[src/rtl/morse_decoder_pkg.sv]
// Shared char codes, pattern widths and FSM encoding for the Morse decoder.
// MORSE_WORD_GAP_EN adds the WORD state used for word-space emission.
package morse_decoder_pkg;

    localparam int CHAR_W = 5;
    localparam int SYM_W  = 5;
    localparam int LEN_W  = 3;

    localparam logic [CHAR_W-1:0] CHAR_CODE_0     = 5'd0;
    localparam logic [CHAR_W-1:0] CHAR_CODE_1     = 5'd1;
    localparam logic [CHAR_W-1:0] CHAR_CODE_2     = 5'd2;
    localparam logic [CHAR_W-1:0] CHAR_CODE_3     = 5'd3;
    localparam logic [CHAR_W-1:0] CHAR_CODE_4     = 5'd4;
    localparam logic [CHAR_W-1:0] CHAR_CODE_5     = 5'd5;
    localparam logic [CHAR_W-1:0] CHAR_CODE_6     = 5'd6;
    localparam logic [CHAR_W-1:0] CHAR_CODE_7     = 5'd7;
    localparam logic [CHAR_W-1:0] CHAR_CODE_8     = 5'd8;
    localparam logic [CHAR_W-1:0] CHAR_CODE_9     = 5'd9;
    localparam logic [CHAR_W-1:0] CHAR_CODE_A     = 5'd10;
    localparam logic [CHAR_W-1:0] CHAR_CODE_B     = 5'd11;
    localparam logic [CHAR_W-1:0] CHAR_CODE_C     = 5'd12;
    localparam logic [CHAR_W-1:0] CHAR_CODE_D     = 5'd13;
    localparam logic [CHAR_W-1:0] CHAR_CODE_E     = 5'd14;
    localparam logic [CHAR_W-1:0] CHAR_CODE_F     = 5'd15;
    localparam logic [CHAR_W-1:0] CHAR_CODE_BLANK = 5'd16;

    typedef enum logic [1:0] {
        ST_IDLE  = 2'd0,
        ST_MARK  = 2'd1,
`ifdef MORSE_WORD_GAP_EN
        ST_SPACE = 2'd2,
        ST_WORD  = 2'd3
`else
        ST_SPACE = 2'd2
`endif
    } state_t;

    function automatic logic [LEN_W+SYM_W-1:0] pat(
        input int              len,
        input logic [SYM_W-1:0] bits
    );
        return {LEN_W'(len), bits};
    endfunction

endpackage

[src/rtl/morse_lut.sv]
// Maps a dot/dash pattern (first symbol at bit len-1, 1 = dash) to a char code.
// Build option MORSE_WORD_GAP_EN does not affect this block.
module morse_lut
    import morse_decoder_pkg::*;
(
    input  logic [LEN_W-1:0]  sym_len,
    input  logic [SYM_W-1:0]  sym_bits,
    output logic [CHAR_W-1:0] code,
    output logic              valid
);

    always_comb begin
        code  = CHAR_CODE_BLANK;
        valid = 1'b1;
        unique case ({sym_len, sym_bits})
            pat(5, 5'b11111): code = CHAR_CODE_0;
            pat(5, 5'b01111): code = CHAR_CODE_1;
            pat(5, 5'b00111): code = CHAR_CODE_2;
            pat(5, 5'b00011): code = CHAR_CODE_3;
            pat(5, 5'b00001): code = CHAR_CODE_4;
            pat(5, 5'b00000): code = CHAR_CODE_5;
            pat(5, 5'b10000): code = CHAR_CODE_6;
            pat(5, 5'b11000): code = CHAR_CODE_7;
            pat(5, 5'b11100): code = CHAR_CODE_8;
            pat(5, 5'b11110): code = CHAR_CODE_9;
            pat(2, 5'b00001): code = CHAR_CODE_A;
            pat(4, 5'b01000): code = CHAR_CODE_B;
            pat(4, 5'b01010): code = CHAR_CODE_C;
            pat(3, 5'b00100): code = CHAR_CODE_D;
            pat(1, 5'b00000): code = CHAR_CODE_E;
            pat(4, 5'b00010): code = CHAR_CODE_F;
            default:          valid = 1'b0;
        endcase
    end

endmodule

[src/rtl/morse_decoder.sv]
// Morse key timing FSM: builds dot/dash patterns and emits one char per letter gap.
// Define MORSE_WORD_GAP_EN to also emit a blank after a word-length gap.
module morse_decoder
    import morse_decoder_pkg::*;
#(
    parameter int DOT_MAX_UNITS    = 2,
    parameter int LETTER_GAP_UNITS = 3,
    parameter int WORD_GAP_UNITS   = 7,
    parameter int CNT_W            = 8
) (
    input  logic              clk,
    input  logic              rst_n,
    input  logic              unit_tick,
    input  logic              key,
    output logic [CHAR_W-1:0] char,
    output logic              char_valid,
    output logic              err,
    output logic              busy
);

    if (LETTER_GAP_UNITS < 1 || WORD_GAP_UNITS <= LETTER_GAP_UNITS) begin : g_cfg_bad
        $error("morse_decoder: gap thresholds out of order");
    end

    localparam logic [CNT_W-1:0] CNT_MAX  = {CNT_W{1'b1}};
    localparam logic [CNT_W-1:0] DOT_MAX  = CNT_W'(DOT_MAX_UNITS);
    localparam logic [CNT_W-1:0] GAP_LAST = CNT_W'(LETTER_GAP_UNITS - 1);
`ifdef MORSE_WORD_GAP_EN
    localparam logic [CNT_W-1:0] WRD_LAST = CNT_W'(WORD_GAP_UNITS - 1);
`endif

    state_t             state, state_nx;
    logic               key_q;
    logic               rise, fall;
    logic [CNT_W-1:0]   cnt;
    logic [SYM_W-1:0]   sym_bits;
    logic [LEN_W-1:0]   sym_len;
    logic               ovf;
    logic               push;
    logic               emit_letter;
    logic               emit_space;
    logic [CHAR_W-1:0]  lut_code;
    logic               lut_valid;
    logic               bad;

    assign rise = key & ~key_q;
    assign fall = ~key & key_q;
    assign bad  = ovf | ~lut_valid;
    assign busy = (state == ST_MARK) || (state == ST_SPACE);

    morse_lut u_lut (
        .sym_len  (sym_len),
        .sym_bits (sym_bits),
        .code     (lut_code),
        .valid    (lut_valid)
    );

    always_comb begin
        state_nx    = state;
        push        = 1'b0;
        emit_letter = 1'b0;
        emit_space  = 1'b0;
        unique case (state)
            ST_IDLE: if (rise) state_nx = ST_MARK;
            ST_MARK: begin
                if (fall) begin
                    push     = 1'b1;
                    state_nx = ST_SPACE;
                end
            end
            ST_SPACE: begin
                // The gap-ending tick wins over a coincident press.
                if (unit_tick && cnt == GAP_LAST) begin
                    emit_letter = 1'b1;
`ifdef MORSE_WORD_GAP_EN
                    state_nx = rise ? ST_MARK : ST_WORD;
`else
                    state_nx = rise ? ST_MARK : ST_IDLE;
`endif
                end else if (rise) begin
                    state_nx = ST_MARK;
                end
            end
`ifdef MORSE_WORD_GAP_EN
            ST_WORD: begin
                if (unit_tick && cnt == WRD_LAST) begin
                    emit_space = 1'b1;
                    state_nx   = rise ? ST_MARK : ST_IDLE;
                end else if (rise) begin
                    state_nx = ST_MARK;
                end
            end
`endif
            default: state_nx = ST_IDLE;
        endcase
    end

    always_ff @(posedge clk or negedge rst_n) begin
        if (!rst_n) state <= ST_IDLE;
        else        state <= state_nx;
    end

    always_ff @(posedge clk or negedge rst_n) begin
        if (!rst_n) begin
            key_q      <= 1'b0;
            cnt        <= '0;
            sym_bits   <= '0;
            sym_len    <= '0;
            ovf        <= 1'b0;
            char       <= CHAR_CODE_BLANK;
            char_valid <= 1'b0;
            err        <= 1'b0;
        end else begin
            key_q <= key;
            if (rise || fall)
                cnt <= '0;
            else if (unit_tick && state != ST_IDLE && cnt != CNT_MAX)
                cnt <= cnt + 1'b1;

            if (emit_letter) begin
                sym_bits <= '0;
                sym_len  <= '0;
                ovf      <= 1'b0;
            end else if (push) begin
                if (sym_len == LEN_W'(SYM_W)) begin
                    ovf <= 1'b1;
                end else begin
                    sym_bits <= {sym_bits[SYM_W-2:0], (cnt > DOT_MAX)};
                    sym_len  <= sym_len + 1'b1;
                end
            end

            char_valid <= emit_letter | emit_space;
            err        <= emit_letter & bad;
            if (emit_letter)
                char <= bad ? CHAR_CODE_BLANK : lut_code;
            else if (emit_space)
                char <= CHAR_CODE_BLANK;
        end
    end

endmodule

[config.mk]
export PLATFORM = sky130hd
export DESIGN_NAME = morse_decoder
export DESIGN_NICKNAME = d
export VERILOG_FILES = /design/src/rtl/morse_decoder_pkg.sv /design/src/rtl/morse_lut.sv /design/src/rtl/morse_decoder.sv
export SDC_FILE = /design/constraint.sdc
export NUM_CORES = 1
export LEC_CHECK = 0
export BUFFER_PORTS_ARGS = -buffer_cell sky130_fd_sc_hd__buf_2
export CORE_UTILIZATION = 50
export CTS_CLUSTER_SIZE = 14
export DETAILED_ROUTE_END_ITERATION = 7
export PLACE_DENSITY_LB_ADDON = 0.2
export SLEW_MARGIN = 20
export SYNTH_ARGS = -nofsm -noshare
export SYNTH_HDL_FRONTEND = slang
export SYNTH_HIERARCHICAL = 1
export SYNTH_SLANG_ARGS = --single-unit
[constraint.sdc]
create_clock -name clk -period 5.15 [get_ports clk]
set_clock_uncertainty 0.1 [all_clocks]
set_input_delay 0.7725 -clock clk [delete_from_list [all_inputs] [get_ports clk]]
set_output_delay 0.7725 -clock clk [all_outputs]
set_load 0.05 [all_outputs]
==> reports/metrics.csv <==
stage,metric,value,unit
flow_run,max cap viols,0,
sta,Max Clk Rate,443,MHz
setup_path,CP cell instances,inv_1 -> ha_1 -> buf_2,
synthesis,Post-synth EDFFs,0,
sta,setup tns final,0,ps
clock_network,Hold Buf Count CTS,0,
global_routing,"Remaining Overflow, GRT",0,
floorplan,# IOs,12,
detailed_routing,DRC viols,0,
power,Reg power frac,42.7,%
setup_path,Worst R2R Setup Slack,2970,ps
sta,# setup viols final,0,
placement,IO Port Bufs,11,
power,power per cell area,499,mW/mm²
status,run status,"complete, no violations",
setup_path,CP max FO,5,
clock_network,CTS Buffer Depth,2,
power,share of total power in combinational logic,47.5,%
floorplan,std cell rows,21,
floorplan,starting density of the core,52.3,%
global_routing,gr usage total,18.8,%
sta,RSZ-0062 raised after global routing,false,
global_routing,first-pass GRT wire length,5.31,mm
setup_path,CP arrival,1390,ps
synthesis,Synth cell types,54,
synthesis,Post-Syn Area,0.00175,mm²
clock_network,clock sink count,27,
floorplan,die footprint,0.00373,mm²
detailed_routing,initial detailed-routing violation count,61,
finish,layout cells sized above 1,13.2,%
detailed_routing,met1 WL,1.47,mm
power,Sw Pwr,0.000444,W
clock_network,H-tree levels,1,
sta,relative max-transition margin,55.3,%
power,clock share of power,9.8,%
sta,pin slew with the least headroom to its limit,670,ps
setup_path,Slowest cell on crit path,dfrtp_1,
power,worst vdd ir,245,µV
synthesis,syn nets,195,
synthesis,sequential-to-total area share from yosys stat,38.8,%
synthesis,Main synth FF type,dfrtp_1,
detailed_routing,met3 WL,51,µm
detailed_routing,DR vias/cell,5.77,
global_routing,largest net degree at the start of global routing,28,
clock_network,Post-CTS Resized,0,
global_routing,vias in the first global route,1215,
synthesis,Mean Syn Cell Area,9.65,µm²
detailed_routing,Wirelength per Cell,14.0,µm
setup_path,WP buf/inv,2,
setup_path,cell family with most CP delay,flip-flops,
sta,max-slew violations,0,
sta,minimum clock period,2260,ps
placement,RD Place Congestion,0.846,
setup_path,r2r endpoint,char[2],
clock_network,clk slew on worst S/H paths,140,ps
power,Leak,0.827,nW
power,Sw Share,48.7,%
setup_path,CP Launch Type,flip-flop,
sta,Final Hold Fails,0,
setup_path,CP Depth,3,
floorplan,Die X,61.1,µm
detailed_routing,DR WL met2,1.72,mm
sta,Final period util,43.9,%
detailed_routing,total number of vias,1362,
finish,layout net count,205,
setup_path,CP Launch Point,state[1],
setup_path,WS Path Type,flip-flop to primary output,
global_routing,initial antenna violation count,0,
synthesis,#FFs+latches synth,27,
setup_path,reg-to-reg critical path startpoint,sym_bits[1],
finish,# diodes,0,
setup_path,Required @ worst endpoint,4280,ps
placement,dpl ws,3000,ps
clock_network,total CTS buffers,3,
floorplan,DIE HEIGHT,61.1,µm
power,internal power,0.000467,W
finish,Layout area overhead,4.66,%
clock_network,clock insertion delay at the later pin of the skew report,320,ps
setup_path,cell depth of the worst flop-to-flop path,7,
setup_path,Max stage delay on crit path,450,ps
detailed_routing,final WL,3.30,mm
detailed_routing,antenna-violating nets left,0,
detailed_routing,DR pass1 iterations,4,
hold_path,worst min path class,primary input to asynchronous set/reset pin,
clock_network,CTS tree,yes,
synthesis,Synth Instances,181,
setup_path,Crit. End Element,primary output,
floorplan,Core Area,0.00334,mm²
synthesis,ys async rst share,100,%
clock_network,number of setup buffers added after CTS,0,
placement,hpwl dp,2.43,mm
sta,final worst setup slack,2890,ps
detailed_routing,max layer used,met4,
clock_network,clock root cell,clkbuf_4,
synthesis,Synthesis Warnings,6,
setup_path,Setup crit end,busy,
[through the flow]
| step | hold slack [ps] | util (%) | total power, W | instances | instance area, µm² |
|---|---|---|---|---|---|
| floorplan | 367 | - | 0.000747 | 181 | 1750 |
| CTS | 359 | 54.8 | 0.000917 | 236 | 1830 |
| finish | 346 | 54.8 | 0.000911 | 236 | 1830 |
| global placement | 384 | 54.0 | 0.000814 | 232 | 1800 |
| detailed placement | 396 | 54.0 | 0.000827 | 232 | 1800 |
| global route | 384 | 54.8 | 0.000988 | 236 | 1830 |
[cells by family (layout without fill, tap and decap cells)]
| family | count (synthesis) | in the layout | share of synthesized area [%] |
|---|---|---|---|
| flip-flops | 27 | 27 | 38.8 |
| XOR/XNOR | 6 | 6 | 3.01 |
| AND/OR/NAND/NOR | 62 | 62 | 21.9 |
| AO/OA/AOI/OAI | 47 | 47 | 19.6 |
| multiplexers | 4 | 4 | 2.29 |
| adder cells (fa/ha/maj) | 10 | 10 | 7.16 |
| buffers and inverters | 25 | 34 | 7.38 |
[flip-flops by register name (all words and copies together), names as in the netlist]
register / flops
cnt: 8
sym_bits: 5
char: 5
ovf: 1
err: 1
key_q: 1
state: 2
sym_len: 3
char_valid: 1
[cells in the mapped netlist, types with 2 or more instances]
master | number | share of area, %
a211oi_1 | 4 | 1.7
a31oi_1 | 3 | 1.1
nor4bb_1 | 2 | 1.1
dfrtp_1 | 26 | 37
xor2_1 | 4 | 2.0
nor4_1 | 2 | 0.72
mux2i_1 | 4 | 2.3
o211ai_1 | 4 | 1.7
nand4_1 | 3 | 1.1
buf_6 | 4 | 2.6
nand3_1 | 8 | 2.3
a21oi_1 | 5 | 1.4
inv_1 | 19 | 4.1
nand2_1 | 11 | 2.4
nor3_1 | 2 | 0.57
nor3b_4 | 2 | 2.1
and2_1 | 2 | 0.72
o2bb2ai_1 | 2 | 1.0
o21bai_1 | 2 | 0.86
o22ai_1 | 2 | 0.72
o41ai_1 | 2 | 1.0
or2_2 | 2 | 0.72
nor2b_1 | 3 | 1.1
and4_1 | 2 | 1.0
o21ai_1 | 2 | 0.57
nor2_1 | 13 | 2.8
o21ai_0 | 8 | 2.3
ha_1 | 10 | 7.2
a32oi_1 | 2 | 1.0
xnor2_1 | 2 | 1.0
[placed cells by master (no fill, tap or decap), types with 4 or more instances in the layout]
cell / instances
a21oi_1: 5
a211oi_1: 4
mux2i_1: 4
xor2_1: 4
dfrtp_1: 26
inv_1: 19
nand3_1: 8
o211ai_1: 4
nand2_1: 11
nor2_1: 13
o21ai_0: 8
ha_1: 10
buf_2: 11
[worst reg2reg max path, cell delays in order, from the launching register on]
cell,delay (ps)
dfrtp_1,530
nor4_1,340
nand3_1,190
o2bb2ai_1,230
a211o_1,130
nor2b_1,370
nand3_1,120
o21ai_0,110
[power by group through the flow]
stage | combinational (W) | sequential (W) | clock [W]
CTS | 0.000436 | 0.000388 | 0.0000935
floorplan | 0.000332 | 0.000416 | 0
global route | 0.000484 | 0.000405 | 0.0000990
finish | 0.000433 | 0.000389 | 0.0000890
global placement | 0.000425 | 0.000389 | 0
detailed placement | 0.000434 | 0.000393 | 0
[metal layers]
layer	GRT usage, %	vias up
met5	0	-
met4	5.52	0
met3	2.52	6
met2	34.0	14
met1	23.3	661
li1	-	681
[final cells by class]
type | count | area (µm²)
fill | 302 | 1510
sequential | 27 | 677
multi-input combinational | 129 | 941
clock buffer | 4 | 26.3
timing repair buffer | 11 | 55.1
tap | 46 | 57.6
inverter | 19 | 71.3
[worst min-delay path by stage]
stage                     slack (ps)  endpoint
after global placement           380       ovf
after global routing             380       err
final                            350   char[1]
after floorplan                  370       ovf
after CTS                        360   char[1]
after detailed placement         400       ovf
(Power assumes the default switching activity.)
